### src/rtl/mux_scan_seq_if.sv
// Bundle of the load handshake, the MUX-facing bus and the scan results
// exchanged between mux_scan_seq and its surroundings.
interface mux_scan_seq_if;
    // Load handshake
    logic [3:0] Data_In;
    logic       Load_Valid;
    logic       Load_Ready;

    // MUX stage connection
    logic [3:0] Mux_In;
    logic [1:0] Mux_Sel;
    logic       Mux_Out;

    // Serial and reassembled results
    logic       Bit_Out;
    logic       Bit_Valid;
    logic [3:0] Word_Out;
    logic       Word_Valid;
    logic       Mismatch;
    logic       Busy;

    // Environment side: supplies words and the MUX return, observes results
    modport master (
        output Data_In,
        output Load_Valid,
        output Mux_Out,
        input  Load_Ready,
        input  Mux_In,
        input  Mux_Sel,
        input  Bit_Out,
        input  Bit_Valid,
        input  Word_Out,
        input  Word_Valid,
        input  Mismatch,
        input  Busy
    );

    // Sequencer side
    modport slave (
        input  Data_In,
        input  Load_Valid,
        input  Mux_Out,
        output Load_Ready,
        output Mux_In,
        output Mux_Sel,
        output Bit_Out,
        output Bit_Valid,
        output Word_Out,
        output Word_Valid,
        output Mismatch,
        output Busy
    );
endinterface

### src/rtl/mux_scan_seq.sv
// Scan sequencer for a 4:1 single-bit MUX stage. A loaded word is held on
// the MUX data bus while the select steps 0..3; the MUX output is sampled
// once per step (after DWELL cycles of settling), emitted LSB first, then
// reassembled and compared against the launched word.
module mux_scan_seq #(
    parameter int DWELL = 1          // cycles per select value, 1..8
) (
    input  logic          Clk,
    input  logic          Rst_n,
    mux_scan_seq_if.slave bus
);

    typedef enum logic [1:0] {
        IDLE = 2'd0,
        STEP = 2'd1,
        DONE = 2'd2
    } state_t;

    // Dwell counter value on the sampling edge of each select step
    localparam logic [2:0] LAST_CNT = 3'(DWELL - 1);

    state_t     state_reg,      state_next;
    logic [3:0] mux_in_reg,     mux_in_next;
    logic [1:0] mux_sel_reg,    mux_sel_next;
    logic [2:0] cnt_reg,        cnt_next;
    logic [3:0] asm_reg,        asm_next;
    logic       bit_out_reg,    bit_out_next;
    logic       bit_valid_reg,  bit_valid_next;
    logic [3:0] word_out_reg,   word_out_next;
    logic       word_valid_reg, word_valid_next;
    logic       mismatch_reg,   mismatch_next;

    // Assembly register with the current MUX return merged at the select slot
    logic [3:0] asm_with_bit;

    genvar gi;
    generate
        for (gi = 0; gi < 4; gi++) begin : g_asm_bit
            assign asm_with_bit[gi] = (mux_sel_reg == 2'(gi)) ? bus.Mux_Out
                                                              : asm_reg[gi];
        end
    endgenerate

    // State register and all datapath registers, cleared asynchronously
    always_ff @(posedge Clk or negedge Rst_n) begin
        if (!Rst_n) begin
            state_reg      <= IDLE;
            mux_in_reg     <= 4'd0;
            mux_sel_reg    <= 2'd0;
            cnt_reg        <= 3'd0;
            asm_reg        <= 4'd0;
            bit_out_reg    <= 1'b0;
            bit_valid_reg  <= 1'b0;
            word_out_reg   <= 4'd0;
            word_valid_reg <= 1'b0;
            mismatch_reg   <= 1'b0;
        end else begin
            state_reg      <= state_next;
            mux_in_reg     <= mux_in_next;
            mux_sel_reg    <= mux_sel_next;
            cnt_reg        <= cnt_next;
            asm_reg        <= asm_next;
            bit_out_reg    <= bit_out_next;
            bit_valid_reg  <= bit_valid_next;
            word_out_reg   <= word_out_next;
            word_valid_reg <= word_valid_next;
            mismatch_reg   <= mismatch_next;
        end
    end

    // Next-state and datapath updates; pulses default low, everything else holds
    always_comb begin
        state_next      = state_reg;
        mux_in_next     = mux_in_reg;
        mux_sel_next    = mux_sel_reg;
        cnt_next        = cnt_reg;
        asm_next        = asm_reg;
        bit_out_next    = bit_out_reg;
        bit_valid_next  = 1'b0;
        word_out_next   = word_out_reg;
        word_valid_next = 1'b0;
        mismatch_next   = mismatch_reg;

        case (state_reg)
            IDLE: begin
                if (bus.Load_Valid) begin
                    mux_in_next  = bus.Data_In;
                    mux_sel_next = 2'd0;
                    cnt_next     = 3'd0;
                    asm_next     = 4'd0;
                    state_next   = STEP;
                end
            end

            STEP: begin
                // Data bus stays frozen; only the select and counter move
                cnt_next = cnt_reg + 3'd1;
                if (cnt_reg == LAST_CNT) begin
                    bit_out_next   = bus.Mux_Out;
                    bit_valid_next = 1'b1;
                    asm_next       = asm_with_bit;
                    cnt_next       = 3'd0;
                    if (mux_sel_reg == 2'd3) begin
                        // Last bit: publish the word; select stays at 3
                        word_out_next   = asm_with_bit;
                        mismatch_next   = (asm_with_bit != mux_in_reg);
                        word_valid_next = 1'b1;
                        state_next      = DONE;
                    end else begin
                        mux_sel_next = mux_sel_reg + 2'd1;
                    end
                end
            end

            DONE: begin
                // One-cycle hold so the result pulses are seen before re-arming
                state_next = IDLE;
            end

            default: begin
                state_next = IDLE;
            end
        endcase
    end

    assign bus.Load_Ready = (state_reg == IDLE);
    assign bus.Busy       = (state_reg == STEP) || (state_reg == DONE);
    assign bus.Mux_In     = mux_in_reg;
    assign bus.Mux_Sel    = mux_sel_reg;
    assign bus.Bit_Out    = bit_out_reg;
    assign bus.Bit_Valid  = bit_valid_reg;
    assign bus.Word_Out   = word_out_reg;
    assign bus.Word_Valid = word_valid_reg;
    assign bus.Mismatch   = mismatch_reg;

endmodule

### src/flat_wrapper.sv
// flat-port wrapper written by rule: the top's interface ports become plain ports
module mux_scan_seq_flat 
#(
    parameter int DWELL = 1                                          
)
  (Clk, Rst_n, bus_Data_In, bus_Load_Valid, bus_Mux_Out, bus_Load_Ready, bus_Mux_In, bus_Mux_Sel, bus_Bit_Out, bus_Bit_Valid, bus_Word_Out, bus_Word_Valid, bus_Mismatch, bus_Busy);
  mux_scan_seq_if bus_i ();
  input  logic Clk;
  input  logic Rst_n;
  input wire logic [$bits(bus_i.Data_In)-1:0] bus_Data_In;
  input wire logic [$bits(bus_i.Load_Valid)-1:0] bus_Load_Valid;
  input wire logic [$bits(bus_i.Mux_Out)-1:0] bus_Mux_Out;
  output wire logic [$bits(bus_i.Load_Ready)-1:0] bus_Load_Ready;
  output wire logic [$bits(bus_i.Mux_In)-1:0] bus_Mux_In;
  output wire logic [$bits(bus_i.Mux_Sel)-1:0] bus_Mux_Sel;
  output wire logic [$bits(bus_i.Bit_Out)-1:0] bus_Bit_Out;
  output wire logic [$bits(bus_i.Bit_Valid)-1:0] bus_Bit_Valid;
  output wire logic [$bits(bus_i.Word_Out)-1:0] bus_Word_Out;
  output wire logic [$bits(bus_i.Word_Valid)-1:0] bus_Word_Valid;
  output wire logic [$bits(bus_i.Mismatch)-1:0] bus_Mismatch;
  output wire logic [$bits(bus_i.Busy)-1:0] bus_Busy;
  assign bus_i.Data_In = bus_Data_In;
  assign bus_i.Load_Valid = bus_Load_Valid;
  assign bus_i.Mux_Out = bus_Mux_Out;
  assign bus_Load_Ready = bus_i.Load_Ready;
  assign bus_Mux_In = bus_i.Mux_In;
  assign bus_Mux_Sel = bus_i.Mux_Sel;
  assign bus_Bit_Out = bus_i.Bit_Out;
  assign bus_Bit_Valid = bus_i.Bit_Valid;
  assign bus_Word_Out = bus_i.Word_Out;
  assign bus_Word_Valid = bus_i.Word_Valid;
  assign bus_Mismatch = bus_i.Mismatch;
  assign bus_Busy = bus_i.Busy;
  mux_scan_seq #(.DWELL(DWELL)) u_core (.Clk(Clk), .Rst_n(Rst_n), .bus(bus_i));
endmodule
### config.mk
export PLATFORM = sky130hd
export DESIGN_NAME = mux_scan_seq_flat
export DESIGN_NICKNAME = d
export VERILOG_FILES = /design/src/rtl/mux_scan_seq_if.sv /design/src/rtl/mux_scan_seq.sv /design/src/flat_wrapper.sv
export SDC_FILE = /design/constraint.sdc
export NUM_CORES = 1
export LEC_CHECK = 0
export CAP_MARGIN = 20
export CORE_MARGIN = 2
export CORE_UTILIZATION = 54
export DETAILED_ROUTE_END_ITERATION = 16
export PLACE_DENSITY_LB_ADDON = 0.3
export SLEW_MARGIN = 10
export SYNTH_ARGS = -nofsm -noshare
export SYNTH_HDL_FRONTEND = slang
export SYNTH_SLANG_ARGS = --single-unit
### constraint.sdc
create_clock -name Clk -period 3.2 [get_ports Clk]
set_input_delay 0.96 -clock Clk [delete_from_list [all_inputs] [get_ports Clk]]
set_output_delay 0.96 -clock Clk [all_outputs]
set_load 0.01 [all_outputs]
==> results of run 1 <==
## cell usage after synthesis (all sizes together), types with 2 or more instances
| library cell | number |
|---|---|
| nand2 | 12 |
| buf | 3 |
| and2b | 2 |
| mux2 | 7 |
| nand3 | 4 |
| nand2b | 2 |
| mux2i | 5 |
| a22o | 3 |
| ha | 10 |
| a21oi | 3 |
| dfrtp | 23 |
| xnor2 | 4 |
| o21ai | 13 |
| a32o | 4 |
| inv | 9 |
| nor2 | 2 |
## power by group through the flow
stage                     registers (mW)  logic [mW]  clock network, mW
after floorplan                    0.508       0.405                  0
after global placement             0.476       0.700                  0
after detailed placement           0.483       0.715                  0
after CTS                          0.476       0.719              0.137
after global routing               0.491       0.792              0.146
final                              0.475       0.718              0.136
## worst min-delay path, cell delays in order, from the launching register on
cell and delay (ns):
dfrtp_1 0.36, nand2_1 0.05, o21ai_0 0.06
## per-stage QoR
stage	util, %	instances	hold slack (ns)	power, mW
3_5_place_dp	67.5	160	0.473	1.20
5_1_grt	68.7	164	0.533	1.43
2_1_floorplan	-	111	0.465	0.913
3_3_place_gp	67.5	160	0.462	1.18
6_report	68.7	164	0.491	1.33
4_1_cts	68.7	164	0.500	1.33
## worst min path at each step
stage | from | to | depth (start not counted)
finish | u_core.bus.Word_Out[1] | u_core.bus.Word_Out[1] | 2
detailed placement | u_core.bus.Word_Out[1] | u_core.bus.Word_Out[1] | 2
CTS | u_core.bus.Word_Out[1] | u_core.bus.Word_Out[1] | 2
floorplan | u_core.asm_reg[1] | u_core.asm_reg[1] | 1
global route | u_core.asm_reg[1] | u_core.asm_reg[1] | 1
global placement | u_core.bus.Word_Out[2] | u_core.bus.Word_Out[2] | 2
## layer usage
layer | share of wire (%) | track usage (%) | vias to the layer above
met5 | 0 | 0 | -
met4 | 2.0 | 9.21 | 0
met3 | 3.8 | 2.92 | 6
met2 | 48 | 33.8 | 24
met1 | 46 | 25.5 | 424
li1 | - | - | 429
## final cells by class
cell class	instances	area share (%)
tap	28	2.35
multi-input combinational	76	39.0
clock buffer	4	1.76
inverter	9	2.27
sequential	23	38.6
timing repair buffer	24	16.0
## cell families (layout without fill, tap and decap cells)
logic type | Yosys count | in the layout | share of synthesized area (%)
buffers and inverters | 12 | 37 | 4.54
XOR/XNOR | 4 | 4 | 2.89
adder cells (fa/ha/maj) | 10 | 10 | 10.3
multiplexers | 12 | 12 | 11.2
AND/OR/NAND/NOR | 26 | 26 | 10.8
flip-flops | 23 | 23 | 47.5
AO/OA/AOI/OAI | 24 | 24 | 12.7
==> results.cfg, run 1 <==
[die]
core-area_um2 = 2170
io_pins = 24
fp.dieH_um = 51.4
die_area_um2 = 2640
die_w_um = 51.4
floorplan.initialDensity_pct = 55.9
std_cell_rows = 17

[timing]
worst_slew_pin_slew_ns = 0.402
rsz0062_at_grt = no
skew_ns = 0.00792
post-route-period-util_pct = 80.6
clock.fmax_mhz = 388
relSlewSlack_pct = 72.5
setup_slack_ns = 0.620
drv_slew = 0
finalSetupViolCount = 0
period_needed_ns = 2.58
fin_tns_setup_ns = 0
final-hold-violation-count = 0

[pwr]
comb_power_share_pct = 54.0
irDropWorstVdd_v = 0.000546
p_per_area_nw_per_um2 = 892
p_leak_nw = 0.669
p_clk_share_pct = 10.3
switching_share_pct = 37.7
p_sw_mw = 0.501
seqPwrFrac_pct = 35.7
power.internal_mw = 0.828

[place]
preCtsSetupSlack_ns = 0.752
post_dp_cell_area_um2 = 1460
place.gp.congestion = 0.797
port-buffer-count = 23
dp_hpwl_um = 1670

[critical_path]
worstPathArrival_ns = 1.62
rrSetupSlack_ns = 1.25
worst-path-stages = 3
critPathCapture = bus_Load_Ready
worstSetupPathType = reg2out
timing.critical_path.buf_inv = 2
start_kind = register
end_kind = output port
cp_max_fo = 5
crit_required_ns = 2.24
reg2reg_to = u_core.asm_reg[2]
cp_slowest_cell = clkdlybuf4s50_1
crit_family = buffers and inverters
path_cells = inv_1, ha_1, clkdlybuf4s50_1
cp-startpoint = u_core.state_reg[0]
rr_startpoint = u_core.state_reg[1]
cpPeakStageDelay_ns = 0.56
r2r.worst_path.cells = 6

[route]
drt_iter0_drc = 22
drc = 0
num_vias = 883
vias_per_cell = 5.38
wl_um = 2250
ant_nets = 0
drt_first_pass_iters = 5
avgRoutedWirePerCell_um = 13.7

[yosys]
synth_top_cell_area_share_pct = 47.5
syn_area_per_cell_um2 = 10.9
ys_seq_elements = 23
synth-main-ff-cell = dfrtp_1
synth_top_area_cell = dfrtp_1
ys.warnings.count = 0
syn-cell-area_um2 = 1210
synthTopCellsByArea = dfrtp_1, ha_1, mux2_2
yosysSeqAreaShare_pct = 47.5
syn_nets = 129
synth_edf_count = 0
syn_inst = 111
synth.distinct_cells = 24
async_flop_share_pct = 100

[clocking]
path_clk_slew_ns = 0.12
cts_htree_levels = 1
ctsHoldBuffers = 0
cts_buffers = 3
clock_latency_ns = 0.32
cts_resized = 0
tritoncts = yes
cts.sinks = 23
postCtsSetupBuffers = 0
cts_buffer_depth = 2
cts_root_buffer = clkbuf_4

[global_routing]
grt_first_pass_wirelength_um = 3920
grt_pass1_vias = 903
antenna_found_initial = 0
grt-ovfl-total = 0
grt_usage_pct = 20.1
grt_max_degree = 24

[layout]
synthToLayoutAreaGrowth_pct = 22.9
multiInputGateArea_um2 = 582
final_cell_mix = clkdlybuf4s50_1, dfrtp_1, nand2_1, o21ai_0, ha_1
nets = 155
n_antenna_cell = 0
fillers = 171
regArea_um2 = 576
final_area_um2 = 1490
drive_above_1_share_pct = 11.0

[run_status]
status = finished, final reports clean

[hold_path]
hold_path.class = reg2reg

[job]
cap_violations = 0
Note: power is estimated with default switching activity, not from simulation.
==> run 2: changes to the inputs <==
--- a/config.mk
+++ b/config.mk
@@ -7,7 +7,7 @@
 export LEC_CHECK = 0
 export CAP_MARGIN = 20
 export CORE_MARGIN = 2
-export CORE_UTILIZATION = 54
+export CORE_UTILIZATION = 50
 export DETAILED_ROUTE_END_ITERATION = 16
 export PLACE_DENSITY_LB_ADDON = 0.3
 export SLEW_MARGIN = 10
==> constraint.sdc (replaced) <==
create_clock -name Clk -period 2.68 [get_ports Clk]
set_input_delay 0.804 -clock Clk [delete_from_list [all_inputs] [get_ports Clk]]
set_output_delay 0.804 -clock Clk [all_outputs]
set_load 0.01 [all_outputs]
==> run 2 against run 1 <==
Against the previous run: setup slack worse by 0.37 ns; combinational power grew 18%; wire length decreased by 2.2%; utilization decreased by 2.5 points; sequential cell count unchanged; final cell count did not move; register-to-register slack got worse by 0.43 ns; design area about the same; sequential power is 20% higher; global-route usage down 2.4 points; total power rose by 19%; first-iteration DRC count decreased by 18%; critical path type unchanged.
==> results.cfg, run 2 (synthesized netlist as in run 1, its figures left out) <==
[die]
fp.dieH_um = 53.2
floorplan.initialDensity_pct = 53.8
core-area_um2 = 2250
io_pins = 24
die_w_um = 53.2
die_area_um2 = 2830
std_cell_rows = 17

[place]
port-buffer-count = 23
dp.cells = 160
dp_hpwl_um = 1680
place.gp.congestion = 0.711
post_dp_cell_area_um2 = 1460

[global_routing]
use_met1_pct = 21.6
antenna_found_initial = 0
grt-ovfl-total = 0
use_met3_pct = 2.54
grt_first_pass_wirelength_um = 3550
grt_max_degree = 24
grt_usage_pct = 17.7
grt_pass1_vias = 805
grtUsageMet2_pct = 30.9
top_usage_layer = met2

[timing]
drv_slew = 0
final-hold-violation-count = 0
post-route-period-util_pct = 90.9
fin_tns_setup_ns = 0
clock.fmax_mhz = 411
relSlewSlack_pct = 73.2
rsz0062_at_grt = no
period_needed_ns = 2.43
finalSetupViolCount = 0
worst_slew_pin_slew_ns = 0.390
skew_ns = 0.0111

[critical_path]
reg2reg_to = u_core.asm_reg[1]
end_kind = output port
cp_max_fo = 5
cp-startpoint = u_core.state_reg[1]
start_kind = register
cp_slowest_cell = clkdlybuf4s50_1
worstSetupPathType = reg2out
crit_required_ns = 1.88
r2r.worst_path.cells = 6
worstPathArrival_ns = 1.63
path_cells = inv_1, ha_1, clkdlybuf4s50_1
rrSetupSlack_ns = 0.82
cpPeakStageDelay_ns = 0.57
rr_startpoint = u_core.state_reg[1]

[clocking]
ctsHoldBuffers = 0
postCtsSetupBuffers = 0
clock_latency_ns = 0.31
cts_buffer_depth = 2
cts.sinks = 23
cts_buffers = 3
path_clk_slew_ns = 0.13
cts_root_buffer = clkbuf_4
tritoncts = yes
cts_resized = 0
cts_htree_levels = 1

[pwr]
power.internal_mw = 0.986
p_clk_share_pct = 10.3
seqPwrFrac_pct = 36.0
p_sw_mw = 0.590
p_per_area_nw_per_um2 = 1060
irDropWorstVdd_v = 0.000595
comb_power_share_pct = 53.7
p_leak_nw = 0.672
switching_share_pct = 37.4

[route]
avgRoutedWirePerCell_um = 13.4
drt_iter0_drc = 18
drc = 0
wl_um = 2200
num_vias = 881
drt_first_pass_iters = 4
vias_per_cell = 5.37
ant_nets = 0

[layout]
fillers = 202
stdcell_count = 164
final_area_um2 = 1490
final_cell_mix = clkdlybuf4s50_1, dfrtp_1, nand2_1, o21ai_0, ha_1
n_antenna_cell = 0
synthToLayoutAreaGrowth_pct = 23.0
drive_above_1_share_pct = 11.8
nets = 155
post-route-util_pct = 66.1

[hold_path]
worstHoldEndpoint = u_core.bus.Word_Out[1]
hold_path_depth = 2
hold_path.class = reg2reg
hold_start = u_core.bus.Word_Out[1]

[run_status]
status = finished, final reports clean

[job]
cap_violations = 0
==> run 2: cell count changes in the layout (fill, tap and decap cells not counted), sizes merged <==
cell	previous run	this run
clkbuf	4	3
clkinv	0	1
==> run 2: worst max-delay path: cells and delay by family (launching register included) <==
| kind | cells | cell delay (ns) |
|---|---|---|
| DFF | 1 | 0.39 |
| buffers and inverters | 2 | 0.68 |
| adders and majority gates | 1 | 0.25 |
==> run 2: power groups by stage <==
stage	Sequential [mW]	Combinational (mW)	Clock, mW
detailed placement	0.581	0.854	0
global placement	0.573	0.835	0
floorplan	0.607	0.484	0
global route	0.585	0.942	0.177
CTS	0.572	0.859	0.164
finish	0.568	0.846	0.162
==> run 2: final cells by class <==
cell class	instances	area [um^2]	area share [%]
Clock inverter	1	5.00	0.336
Multi-Input combinational cell	76	582	39.0
Clock buffer	3	22.5	1.51
Timing Repair Buffer	24	238	15.9
Sequential cell	23	576	38.6
Tap cell	28	35.0	2.35
Inverter	9	33.8	2.27
==> run 2: worst max-delay path by stage <==
stage,to,depth (start not counted)
floorplan,u_core.bus.Mismatch,5
global placement,u_core.bus.Mismatch,5
detailed placement,u_core.bus.Mismatch,5
CTS,bus_Load_Ready,3
global route,bus_Load_Ready,3
finish,bus_Load_Ready,3
==> run 2: stage by stage <==
| stage | power (mW) | hold slack, ns | setup slack, ns |
|---|---|---|---|
| floorplan | 1.09 | 0.465 | 1.06 |
| global placement | 1.41 | 0.464 | 0.470 |
| detailed placement | 1.43 | 0.476 | 0.430 |
| CTS | 1.59 | 0.506 | 0.245 |
| global route | 1.70 | 0.536 | 0.165 |
| finish | 1.58 | 0.501 | 0.245 |
==> run 2: layer usage <==
metal | up-vias | routed length (um)
met2 | 28 | 1080
met5 | - | 0
met4 | 0 | 34
met1 | 410 | 977
li1 | 438 | -
met3 | 5 | 107
